--- config.mk ---
export PLATFORM = sky130hd
export DESIGN_NAME = mem_arbiter
export DESIGN_NICKNAME = d
export VERILOG_FILES = /design/src/rtl/mem_arbiter.sv
export SDC_FILE = /design/constraint.sdc
export NUM_CORES = 1
export LEC_CHECK = 0
export CAP_MARGIN = 10
export CORE_AREA = 4 4 152 154
export CTS_CLUSTER_DIAMETER = 120
export DETAILED_ROUTE_END_ITERATION = 8
export DIE_AREA = 0 0 156 158
export GPL_TIMING_DRIVEN = 0
export PLACE_DENSITY = 0.66
export SLEW_MARGIN = 30
export SYNTH_ARGS = -nofsm -noshare
export SYNTH_HDL_FRONTEND = slang
export SYNTH_SLANG_ARGS = --single-unit
--- constraint.sdc ---
create_clock -name CLK -period 2.95 [get_ports CLK]
set_input_delay 0.295 -clock CLK [delete_from_list [all_inputs] [get_ports CLK]]
set_output_delay 0.295 -clock CLK [all_outputs]
set_load 0.1 [all_outputs]
--- src/rtl/mem_arbiter.sv ---
// mem_arbiter: round-robin arbiter that shares one memory controller port
// between two CPU-side requesters (port 0 = instruction fetch, port 1 = data).
// One access is outstanding at a time. The requester side uses a
// REQ/GNT/DONE handshake. The memory side gets a one-cycle MEM_ENABLE strobe
// and then waits for MEM_READY.
//
// Optional feature macro: MEM_TIMEOUT_EN
//   Defined   - WAIT is abandoned after TIMEOUT cycles without MEM_READY, and
//               ERR is raised alongside DONE.
//   Undefined - WAIT persists until MEM_READY, and ERR is tied to 0.
//
// Ports:
//   CLK, RESET          clock (rising edge) and synchronous active-high reset
//   REQ[1:0]            per-port request
//   ADDR0/1, CTRL0/1,   per-port address, op (0 = read, 1 = write) and write data
//   WDATA0/1
//   GNT[1:0]            one-hot request accepted (one cycle, in ISSUE)
//   DONE[1:0]           one-hot access complete (one cycle, in FIN)
//   RDATA               read data, updated only by completed reads
//   ERR                 access timed out, valid with DONE
//   BUSY, STATE         not-idle flag and current FSM state
//   MEM_ENABLE          access strobe toward the memory controller
//   MEM_CTRL            latched op
//   MEM_ADDRESS         latched address
//   MEM_WDATA           latched write data
//   MEM_READ            memory read data
//   MEM_READY           memory access complete
module mem_arbiter #(
  parameter int SIZE    = 48,
  parameter int TIMEOUT = 64
) (
  input  logic            CLK,
  input  logic            RESET,
  input  logic [1:0]      REQ,
  input  logic [SIZE-1:0] ADDR0,
  input  logic [SIZE-1:0] ADDR1,
  input  logic            CTRL0,
  input  logic            CTRL1,
  input  logic [SIZE-1:0] WDATA0,
  input  logic [SIZE-1:0] WDATA1,
  output logic [1:0]      GNT,
  output logic [1:0]      DONE,
  output logic [SIZE-1:0] RDATA,
  output logic            ERR,
  output logic            BUSY,
  output logic [1:0]      STATE,
  output logic            MEM_ENABLE,
  output logic            MEM_CTRL,
  output logic [SIZE-1:0] MEM_ADDRESS,
  output logic [SIZE-1:0] MEM_WDATA,
  input  logic [SIZE-1:0] MEM_READ,
  input  logic            MEM_READY
);

  typedef enum logic [1:0] {
    IDLE  = 2'b00,
    ISSUE = 2'b01,
    WAIT  = 2'b10,
    FIN   = 2'b11
  } state_t;

  state_t          state_r;
  state_t          next_s;
  logic            win_s;
  logic            owner_r;
  logic            last_r;
  logic [1:0]      gnt_r;
  logic [1:0]      done_r;
  logic            busy_r;
  logic            en_r;
  logic            ctrl_r;
  logic [SIZE-1:0] addr_r;
  logic [SIZE-1:0] wdata_r;
  logic [SIZE-1:0] rdata_r;

  // Reject a timeout too short to leave at least one WAIT cycle.
  if (TIMEOUT < 2) begin : g_bad_timeout
    $error("mem_arbiter: TIMEOUT must be at least 2");
  end

`ifdef MEM_TIMEOUT_EN
  localparam int CNT_W = $clog2(TIMEOUT);

  logic [CNT_W-1:0] cnt_r;
  logic             tmo_s;
  logic             err_r;

  assign tmo_s = (cnt_r == CNT_W'(TIMEOUT - 1));

  // WAIT-cycle counter: held at zero outside WAIT, so it restarts on each entry.
  always_ff @(posedge CLK) begin
    if (RESET) begin
      cnt_r <= {CNT_W{1'b0}};
    end else if (state_r == WAIT) begin
      cnt_r <= cnt_r + CNT_W'(1);
    end else begin
      cnt_r <= {CNT_W{1'b0}};
    end
  end

  // Error flag: set only for the FIN cycle that follows a timeout.
  always_ff @(posedge CLK) begin
    if (RESET) begin
      err_r <= 1'b0;
    end else begin
      err_r <= (state_r == WAIT) && !MEM_READY && tmo_s;
    end
  end

  assign ERR = err_r;
`else
  assign ERR = 1'b0;
`endif

  // Winner selection: a lone requester wins; on a tie the port that did not
  // finish last wins.
  always_comb begin
    win_s = 1'b0;
    case (REQ)
      2'b01:   win_s = 1'b0;
      2'b10:   win_s = 1'b1;
      2'b11:   win_s = ~last_r;
      default: win_s = 1'b0;
    endcase
  end

  // Next-state logic.
  always_comb begin
    next_s = state_r;
    case (state_r)
      IDLE: begin
        if (REQ != 2'b00) begin
          next_s = ISSUE;
        end else begin
          next_s = IDLE;
        end
      end
      ISSUE: next_s = WAIT;  // MEM_READY is deliberately ignored here
      WAIT: begin
        if (MEM_READY) begin
          next_s = FIN;
`ifdef MEM_TIMEOUT_EN
        end else if (tmo_s) begin
          next_s = FIN;
`endif
        end else begin
          next_s = WAIT;
        end
      end
      FIN:     next_s = IDLE;
      default: next_s = IDLE;
    endcase
  end

  // State register.
  always_ff @(posedge CLK) begin
    if (RESET) begin
      state_r <= IDLE;
    end else begin
      state_r <= next_s;
    end
  end

  // Datapath and handshake registers. Strobes are computed one cycle ahead so
  // they are high exactly while the FSM sits in ISSUE or FIN.
  always_ff @(posedge CLK) begin
    if (RESET) begin
      owner_r <= 1'b0;
      last_r  <= 1'b1;
      gnt_r   <= 2'b00;
      done_r  <= 2'b00;
      busy_r  <= 1'b0;
      en_r    <= 1'b0;
      ctrl_r  <= 1'b0;
      addr_r  <= {SIZE{1'b0}};
      wdata_r <= {SIZE{1'b0}};
      rdata_r <= {SIZE{1'b0}};
    end else begin
      gnt_r  <= 2'b00;
      done_r <= 2'b00;
      en_r   <= 1'b0;
      busy_r <= (next_s != IDLE);
      case (state_r)
        IDLE: begin
          if (REQ != 2'b00) begin
            owner_r <= win_s;
            gnt_r   <= win_s ? 2'b10 : 2'b01;
            en_r    <= 1'b1;
            ctrl_r  <= win_s ? CTRL1  : CTRL0;
            addr_r  <= win_s ? ADDR1  : ADDR0;
            wdata_r <= win_s ? WDATA1 : WDATA0;
          end
        end
        WAIT: begin
          if (MEM_READY && !ctrl_r) begin
            rdata_r <= MEM_READ;
          end
          if (next_s == FIN) begin
            done_r <= owner_r ? 2'b10 : 2'b01;
          end
        end
        FIN:     last_r <= owner_r;
        default: ;
      endcase
    end
  end

  assign GNT         = gnt_r;
  assign DONE        = done_r;
  assign RDATA       = rdata_r;
  assign BUSY        = busy_r;
  assign STATE       = state_r;
  assign MEM_ENABLE  = en_r;
  assign MEM_CTRL    = ctrl_r;
  assign MEM_ADDRESS = addr_r;
  assign MEM_WDATA   = wdata_r;

endmodule

==> summary.log, run 1 <==
INFO  critical_path  reg2reg_from=STATE[0]
INFO  global_routing grt_overflow_total=0
INFO  power_and_ir_drop max-vdd-ir-drop=372uV
INFO  floorplan      dieArea=24600um^2
INFO  routing        detailed_route_iter0_violations=315
INFO  routing        remaining_drc_errors=0
INFO  run            number_of_maximum_capacitance_constraint_violations=0
INFO  timing         clock_skew=0.0123ns
INFO  yosys          share_of_yosys_cell_area_claimed_by_the_top_area_cell_type=49.1%
INFO  critical_path  timing.critical_path.slowest_stage_cell=clkdlybuf4s50_1
INFO  floorplan      floorplan.initialDensity=29.2%
INFO  critical_path  setup.worst_path.end_class=primary output
INFO  floorplan      die_width=156um
INFO  yosys          synth-edff-count=0
INFO  critical_path  cp.required=2.65ns
INFO  critical_path  worstPathMaxFanout=4
INFO  clocking       cts.sinks=155
INFO  floorplan      row_count=54
INFO  global_routing grt_util_all_layers=20.8%
INFO  floorplan      die_h=158um
INFO  clocking       cts_root_buf=clkbuf_16
INFO  timing         final_setup_violation_count=0
INFO  yosys          post-synth-top-area-cell=dfxtp_1
INFO  critical_path  r2r_setup_slack=1.08ns
INFO  timing         clock.fmax=440MHz
INFO  floorplan      design.core.area=21700um^2
INFO  yosys          synthesis.nets=1039
INFO  global_routing first_global_vias=6879
INFO  routing        route.detailed.wl_per_inst=18.3um
INFO  critical_path  reg2reg_to=MEM_WDATA[34]
INFO  critical_path  cp_slowest_stage_delay=1.18ns
INFO  placed_design  routabilityCongestion=0.863
INFO  timing         unrepaired_setup_endpoints_after_global_routing=false
INFO  finish         layout.cell_area.non_filler=11200um^2
INFO  yosys          cells_after_synth=788
INFO  yosys          ys_async_sr_fraction=0%
INFO  critical_path  r2r_cells=7
INFO  routing        routed_wl=27400um
INFO  critical_path  critical-path-top-delay-family=buffers and inverters
INFO  clocking       cts-htree-levels=4
INFO  finish         antenna-diode-count=0
INFO  clocking       number_of_cts_inserted_buffers=17
INFO  routing        dr_total_vias=7089
INFO  clocking       clock_insertion_delay_worst_skew=0.42ns
INFO  yosys          synth.avg_cell_area=8.03um^2
INFO  finish         areaGrowthSynthToFinish=76.9%
INFO  timing         timing.setup.tns=0ns
INFO  placed_design  dp_hpwl=21000um
INFO  critical_path  crit_path_category=flip-flop to primary output
INFO  yosys          mappedNetlistArea=6320um^2
INFO  clocking       post_cts_resize_count=0
INFO  finish         post_layout_nonfiller_instances=1498
INFO  clocking       clk_transition_reported_paths=0.07ns
INFO  worst_hold_path min_path_cells=3
INFO  timing         fin_crit_share=77.0%
INFO  finish         postLayoutCoreUtil=51.6%
INFO  timing         whs=0.418ns
INFO  yosys          synth_sequential_area_ratio=49.1%
INFO  clocking       ctsHoldBuffers=0
INFO  timing         timing.final.crit_period=2.27ns
INFO  timing         final_report_max_slew_violation_count=0
INFO  finish         final_cell_mix=clkdlybuf4s50_1, nand2_1, dfxtp_1
INFO  finish         drive_gt1_share=9.28%
INFO  timing         slew-limit-headroom=30.3%
INFO  placed_design  dpl.cell_count=1466
INFO  critical_path  worst-path-buf-inv=1
INFO  global_routing grt_first_pass_wirelength=39600um
INFO  clocking       clk_path_buf_depth=2
INFO  global_routing grt_antenna_before_repair=1
INFO  critical_path  worst-endpoint-arrival=1.98ns
INFO  yosys          number_of_warnings_printed_during_yosys_synthesis=0
INFO  worst_hold_path timing.hold.worst_endpoint=MEM_ADDRESS[31]
INFO  critical_path  worstSetupStartpointType=flip-flop
INFO  outcome        run_status=finished clean
INFO  critical_path  cp_cell_sequence=clkdlybuf4s50_1
INFO  timing         actual_transition_at_the_worst_max_transition_pin=1.04ns
INFO  floorplan      floorplan.io_pins=401
INFO  yosys          synth_top_cells_by_area=dfxtp_1, a21oi_1, nand2_1
INFO  worst_hold_path min_from=ADDR0[31]
INFO  clocking       tritoncts=built
INFO  worst_hold_path hold_path.class=primary input to flip-flop
INFO  power_and_ir_drop power-per-cell-area=771nW/um^2
INFO  routing        via_per_inst=4.73
INFO  placed_design  placed_cell_area=10600um^2
INFO  global_routing grt_max_degree=17
INFO  finish         final_net_count=1456
INFO  finish         mostFrequentLayoutCell=clkdlybuf4s50_1
INFO  placed_design  port_buffers=398
INFO  yosys          synth_cell_type_count=26
INFO  timing         report.final.hold_viol_count=0
INFO  yosys          ys_ff_latch=155
INFO  power_and_ir_drop leakagePower=4.30nW
INFO  routing        drt_pass1_iterations=5
INFO  routing        antenna_violating_nets_post_route=0
INFO  yosys          synthFlopType=dfxtp_1
INFO  clocking       post-cts-setup-buffers=0
==> how the worst max path moves through the flow <==
stage | startpoint | to | slack (ns) | depth (start not counted)
floorplan | STATE[0] | RDATA[27] | 0.68 | 7
global placement | REQ[0] | MEM_WDATA[34] | 0.89 | 6
detailed placement | REQ[0] | MEM_WDATA[34] | 0.86 | 6
CTS | STATE[1] | STATE[1] | 0.65 | 1
global route | STATE[1] | STATE[1] | 0.62 | 1
finish | STATE[1] | STATE[1] | 0.68 | 1
==> state kept, by name, summed over array words and instances, names as in the netlist <==
name,count
RDATA,48
last_r,1
DONE,2
MEM_CTRL,1
MEM_ENABLE,1
owner_r,1
STATE,2
MEM_ADDRESS,48
MEM_WDATA,48
BUSY,1
GNT,2
==> cells by family (layout without fill, tap and decap cells) <==
group / Yosys count / count (layout) / share of synthesized area [%]
simple gates: 302 / 302 / 18.2
compound gates: 251 / 251 / 25.6
flops: 155 / 155 / 49.1
buf+inv: 75 / 505 / 6.29
fa+ha+maj: 4 / 4 / 0.791
other cells: 1 / 1 / 0.0593
==> report_power, final <==
part | internal (mW) | leakage [nW] | switching [mW] | total (mW)
Sequential | 2.37 | 1.28 | 0.146 | 2.52
Clock | 1.23 | 0.279 | 0.977 | 2.21
Combinational | 1.07 | 2.74 | 2.84 | 3.90
==> cells in the mapped netlist, drive strengths merged (2+ instances only) <==
library cell / count
a21oi: 146
nor2: 101
o21a: 2
nand2: 194
clkbuf: 22
buf: 50
ha: 4
inv: 3
a211oi: 97
o21ai: 2
dfxtp: 155
nor3: 3
==> area by class of cell <==
type / count / area, um^2
Timing Repair Buffer: 398 / 3930
Inverter: 3 / 11.3
Sequential cell: 155 / 3100
Clock inverter: 13 / 130
Buffer: 72 / 387
Fill cell: 2132 / 10500
Tap cell: 280 / 350
Multi-Input combinational cell: 558 / 2820
Clock buffer: 19 / 453
==> through the flow <==
step	setup WS [ns]	power (mW)
2_1_floorplan	0.675	5.32
3_3_place_gp	0.894	6.48
3_5_place_dp	0.857	6.48
4_1_cts	0.650	8.71
5_1_grt	0.623	8.98
6_report	0.679	8.62
==> layer usage <==
metal,vias to the layer above,GRT usage (%),part of all wire (%)
met3,30,7.98,9.9
li1,3512,-,-
met5,-,0,0.073
met1,3237,24.2,39
met2,308,36.5,49
met4,2,4.79,1.5
(Power assumes the default switching activity.)
==> run 2, diff against run 1 <==
==> constraint.sdc (replaced) <==
create_clock -name CLK -period 2.25 [get_ports CLK]
set_input_delay 0.225 -clock CLK [delete_from_list [all_inputs] [get_ports CLK]]
set_output_delay 0.225 -clock CLK [all_outputs]
set_load 0.1 [all_outputs]
==> run 2 against run 1 <==
Die area stayed put; power is 33% higher; combinational power is 32% higher; cell area is 0.42% higher; sequential power is 31% higher; sequential share of layout area is 0.11 points lower; non-clock buffer count stayed put; via count is 0.32% higher; setup slack worse by 0.64 ns.
==> summary.log, run 2 (same netlist as run 1, synthesis figures left out) <==
INFO  routing        drt_pass1_iterations=4 [was 5]
INFO  clocking       cts_root_buf=clkbuf_16 [unchanged]
INFO  timing         actual_transition_at_the_worst_max_transition_pin=1.03ns [was 1.04 ns]
INFO  critical_path  timing.critical_path.slowest_stage_cell=clkdlybuf4s50_1 [unchanged]
INFO  timing         fin_crit_share=98.3%
INFO  floorplan      die_width=156um [unchanged]
INFO  clocking       tritoncts=built [unchanged]
INFO  critical_path  worst-path-buf-inv=1 [unchanged]
INFO  timing         slew-limit-headroom=30.9% [was 30.3%]
INFO  clocking       cts.sinks=155 [unchanged]
INFO  finish         areaGrowthSynthToFinish=77.6% [was 76.9%]
INFO  placed_design  placed_cell_area=10600um^2 [about the same]
INFO  finish         post_layout_nonfiller_instances=1498 [unchanged]
INFO  global_routing first_global_vias=7238 [was 6879]
INFO  critical_path  worstPathMaxFanout=2 [was 4]
INFO  critical_path  setup.worst_path.end_class=primary output [unchanged]
INFO  critical_path  worst-endpoint-arrival=1.99ns [was 1.98 ns]
INFO  critical_path  cp_cell_sequence=clkdlybuf4s50_1 [unchanged]
INFO  routing        dr_total_vias=7112 [was 7089]
INFO  timing         report.final.hold_viol_count=0 [unchanged]
INFO  routing        routed_wl=27200um [was 27400 um]
INFO  clocking       clk_transition_reported_paths=0.07ns [about the same]
INFO  critical_path  cp.required=2.03ns [was 2.65 ns]
INFO  global_routing grt_antenna_before_repair=1 [unchanged]
INFO  timing         final_report_max_slew_violation_count=0 [unchanged]
INFO  critical_path  worstSetupStartpointType=flip-flop [unchanged]
INFO  finish         final_cell_mix=clkdlybuf4s50_1, nand2_1, dfxtp_1 [unchanged]
INFO  placed_design  dp_hpwl=21100um [was 21000 um]
INFO  floorplan      dieArea=24600um^2 [unchanged]
INFO  timing         final_setup_violation_count=0 [unchanged]
INFO  global_routing grt_max_degree=17 [unchanged]
INFO  run            number_of_maximum_capacitance_constraint_violations=0 [unchanged]
INFO  global_routing grt_first_pass_wirelength=40600um [was 39600 um]
INFO  finish         final_net_count=1456 [unchanged]
INFO  critical_path  crit_path_category=flip-flop to primary output [unchanged]
INFO  timing         timing.final.crit_period=2.21ns
INFO  floorplan      row_count=54 [unchanged]
INFO  finish         drive_gt1_share=8.87% [was 9.28%]
INFO  timing         clock_skew=0.00845ns [was 0.0123 ns]
INFO  power_and_ir_drop max-vdd-ir-drop=443uV [was 372 uV]
INFO  timing         timing.setup.tns=0ns [unchanged]
INFO  floorplan      floorplan.io_pins=401 [unchanged]
INFO  clocking       ctsHoldBuffers=0 [unchanged]
INFO  timing         unrepaired_setup_endpoints_after_global_routing=false [unchanged]
INFO  routing        route.detailed.wl_per_inst=18.2um [was 18.3 um]
INFO  clocking       clk_path_buf_depth=2 [unchanged]
INFO  floorplan      design.core.area=21700um^2 [unchanged]
INFO  critical_path  critical-path-top-delay-family=buffers and inverters [unchanged]
INFO  routing        antenna_violating_nets_post_route=0 [unchanged]
INFO  outcome        run_status=finished clean [unchanged]
INFO  worst_hold_path hold_path.class=primary input to flip-flop [unchanged]
INFO  finish         layout.cell_area.non_filler=11200um^2 [about the same]
INFO  routing        remaining_drc_errors=0 [unchanged]
INFO  clocking       clock_insertion_delay_worst_skew=0.42ns [about the same]
INFO  placed_design  dpl.cell_count=1466 [unchanged]
INFO  critical_path  cp_slowest_stage_delay=1.17ns [was 1.18 ns]
INFO  clocking       number_of_cts_inserted_buffers=17 [unchanged]
INFO  placed_design  port_buffers=398 [unchanged]
INFO  routing        via_per_inst=4.75 [was 4.73]
INFO  clocking       cts-htree-levels=4 [unchanged]
INFO  timing         clock.fmax=452MHz
INFO  finish         mostFrequentLayoutCell=clkdlybuf4s50_1 [unchanged]
INFO  global_routing grt_overflow_total=0 [unchanged]
INFO  floorplan      die_h=158um [unchanged]
INFO  routing        detailed_route_iter0_violations=355 [was 315]
INFO  clocking       post-cts-setup-buffers=0 [unchanged]
INFO  power_and_ir_drop leakagePower=4.30nW [about the same]
INFO  critical_path  r2r_setup_slack=0.37ns [was 1.08 ns]
INFO  global_routing grt_util_all_layers=21.2% [was 20.8%]
INFO  floorplan      floorplan.initialDensity=29.2% [unchanged]
INFO  power_and_ir_drop power-per-cell-area=1020nW/um^2 [was 771 nW/um^2]
INFO  finish         fillerInstances=2105 [was 2132]
INFO  placed_design  routabilityCongestion=0.838 [was 0.863]
INFO  clocking       post_cts_resize_count=0 [unchanged]
run 2: metrics by stage:
stage / util [%] / power (mW) / hold slack [ns] / setup WS [ns]
global route: 51.8 / 12.0 / 0.342 / 0.00351
floorplan: - / 6.98 / 0.361 / 0.0681
detailed placement: 49.1 / 8.52 / 0.447 / 0.220
CTS: 51.9 / 11.6 / 0.328 / 0.000257
global placement: 49.2 / 8.51 / 0.441 / 0.236
finish: 51.8 / 11.5 / 0.349 / 0.0380
run 2: final timing paths:
check	startpoint	endpoint	cells after the start
worst min register to register	RDATA[37]	RDATA[37]	2
worst min-delay path	MEM_READ[14]	RDATA[14]	3
worst max-delay path	MEM_ADDRESS[41]	MEM_ADDRESS[41]	1
worst max register to register	STATE[0]	MEM_WDATA[36]	7
run 2: report_power, final:
part	switching (mW)	total, mW	internal, mW
combinational	3.72	5.13	1.41
sequential	0.196	3.30	3.11
clock	1.25	3.04	1.79
run 2: tightest hold or removal path, cell delays in order:
cell	delay, ns
clkdlybuf4s50_1	0.39
nand2_1	0.05
a21oi_1	0.05
run 2: cell type report:
class	instances	area, um^2	area share, %
repair buffers	398	3950	35.1
flip-flops and latches	155	3100	27.6
multi-input cells	558	2820	25.1
clock buffers	19	443	3.94
plain buffers	72	387	3.44
well taps	280	350	3.12
clock inverters	12	164	1.46
inverters	3	11.3	0.100
diodes	1	2.50	0.0223
run 2: routing by layer:
metal,track usage (%),vias to the layer above,share of wire [%],wire (um)
met1,24.8,3284,40,10900
met5,0,-,0,0
met3,7.16,22,9.3,2530
met4,5.79,0,1.5,398
li1,-,3508,-,-
met2,37.0,298,49,13400
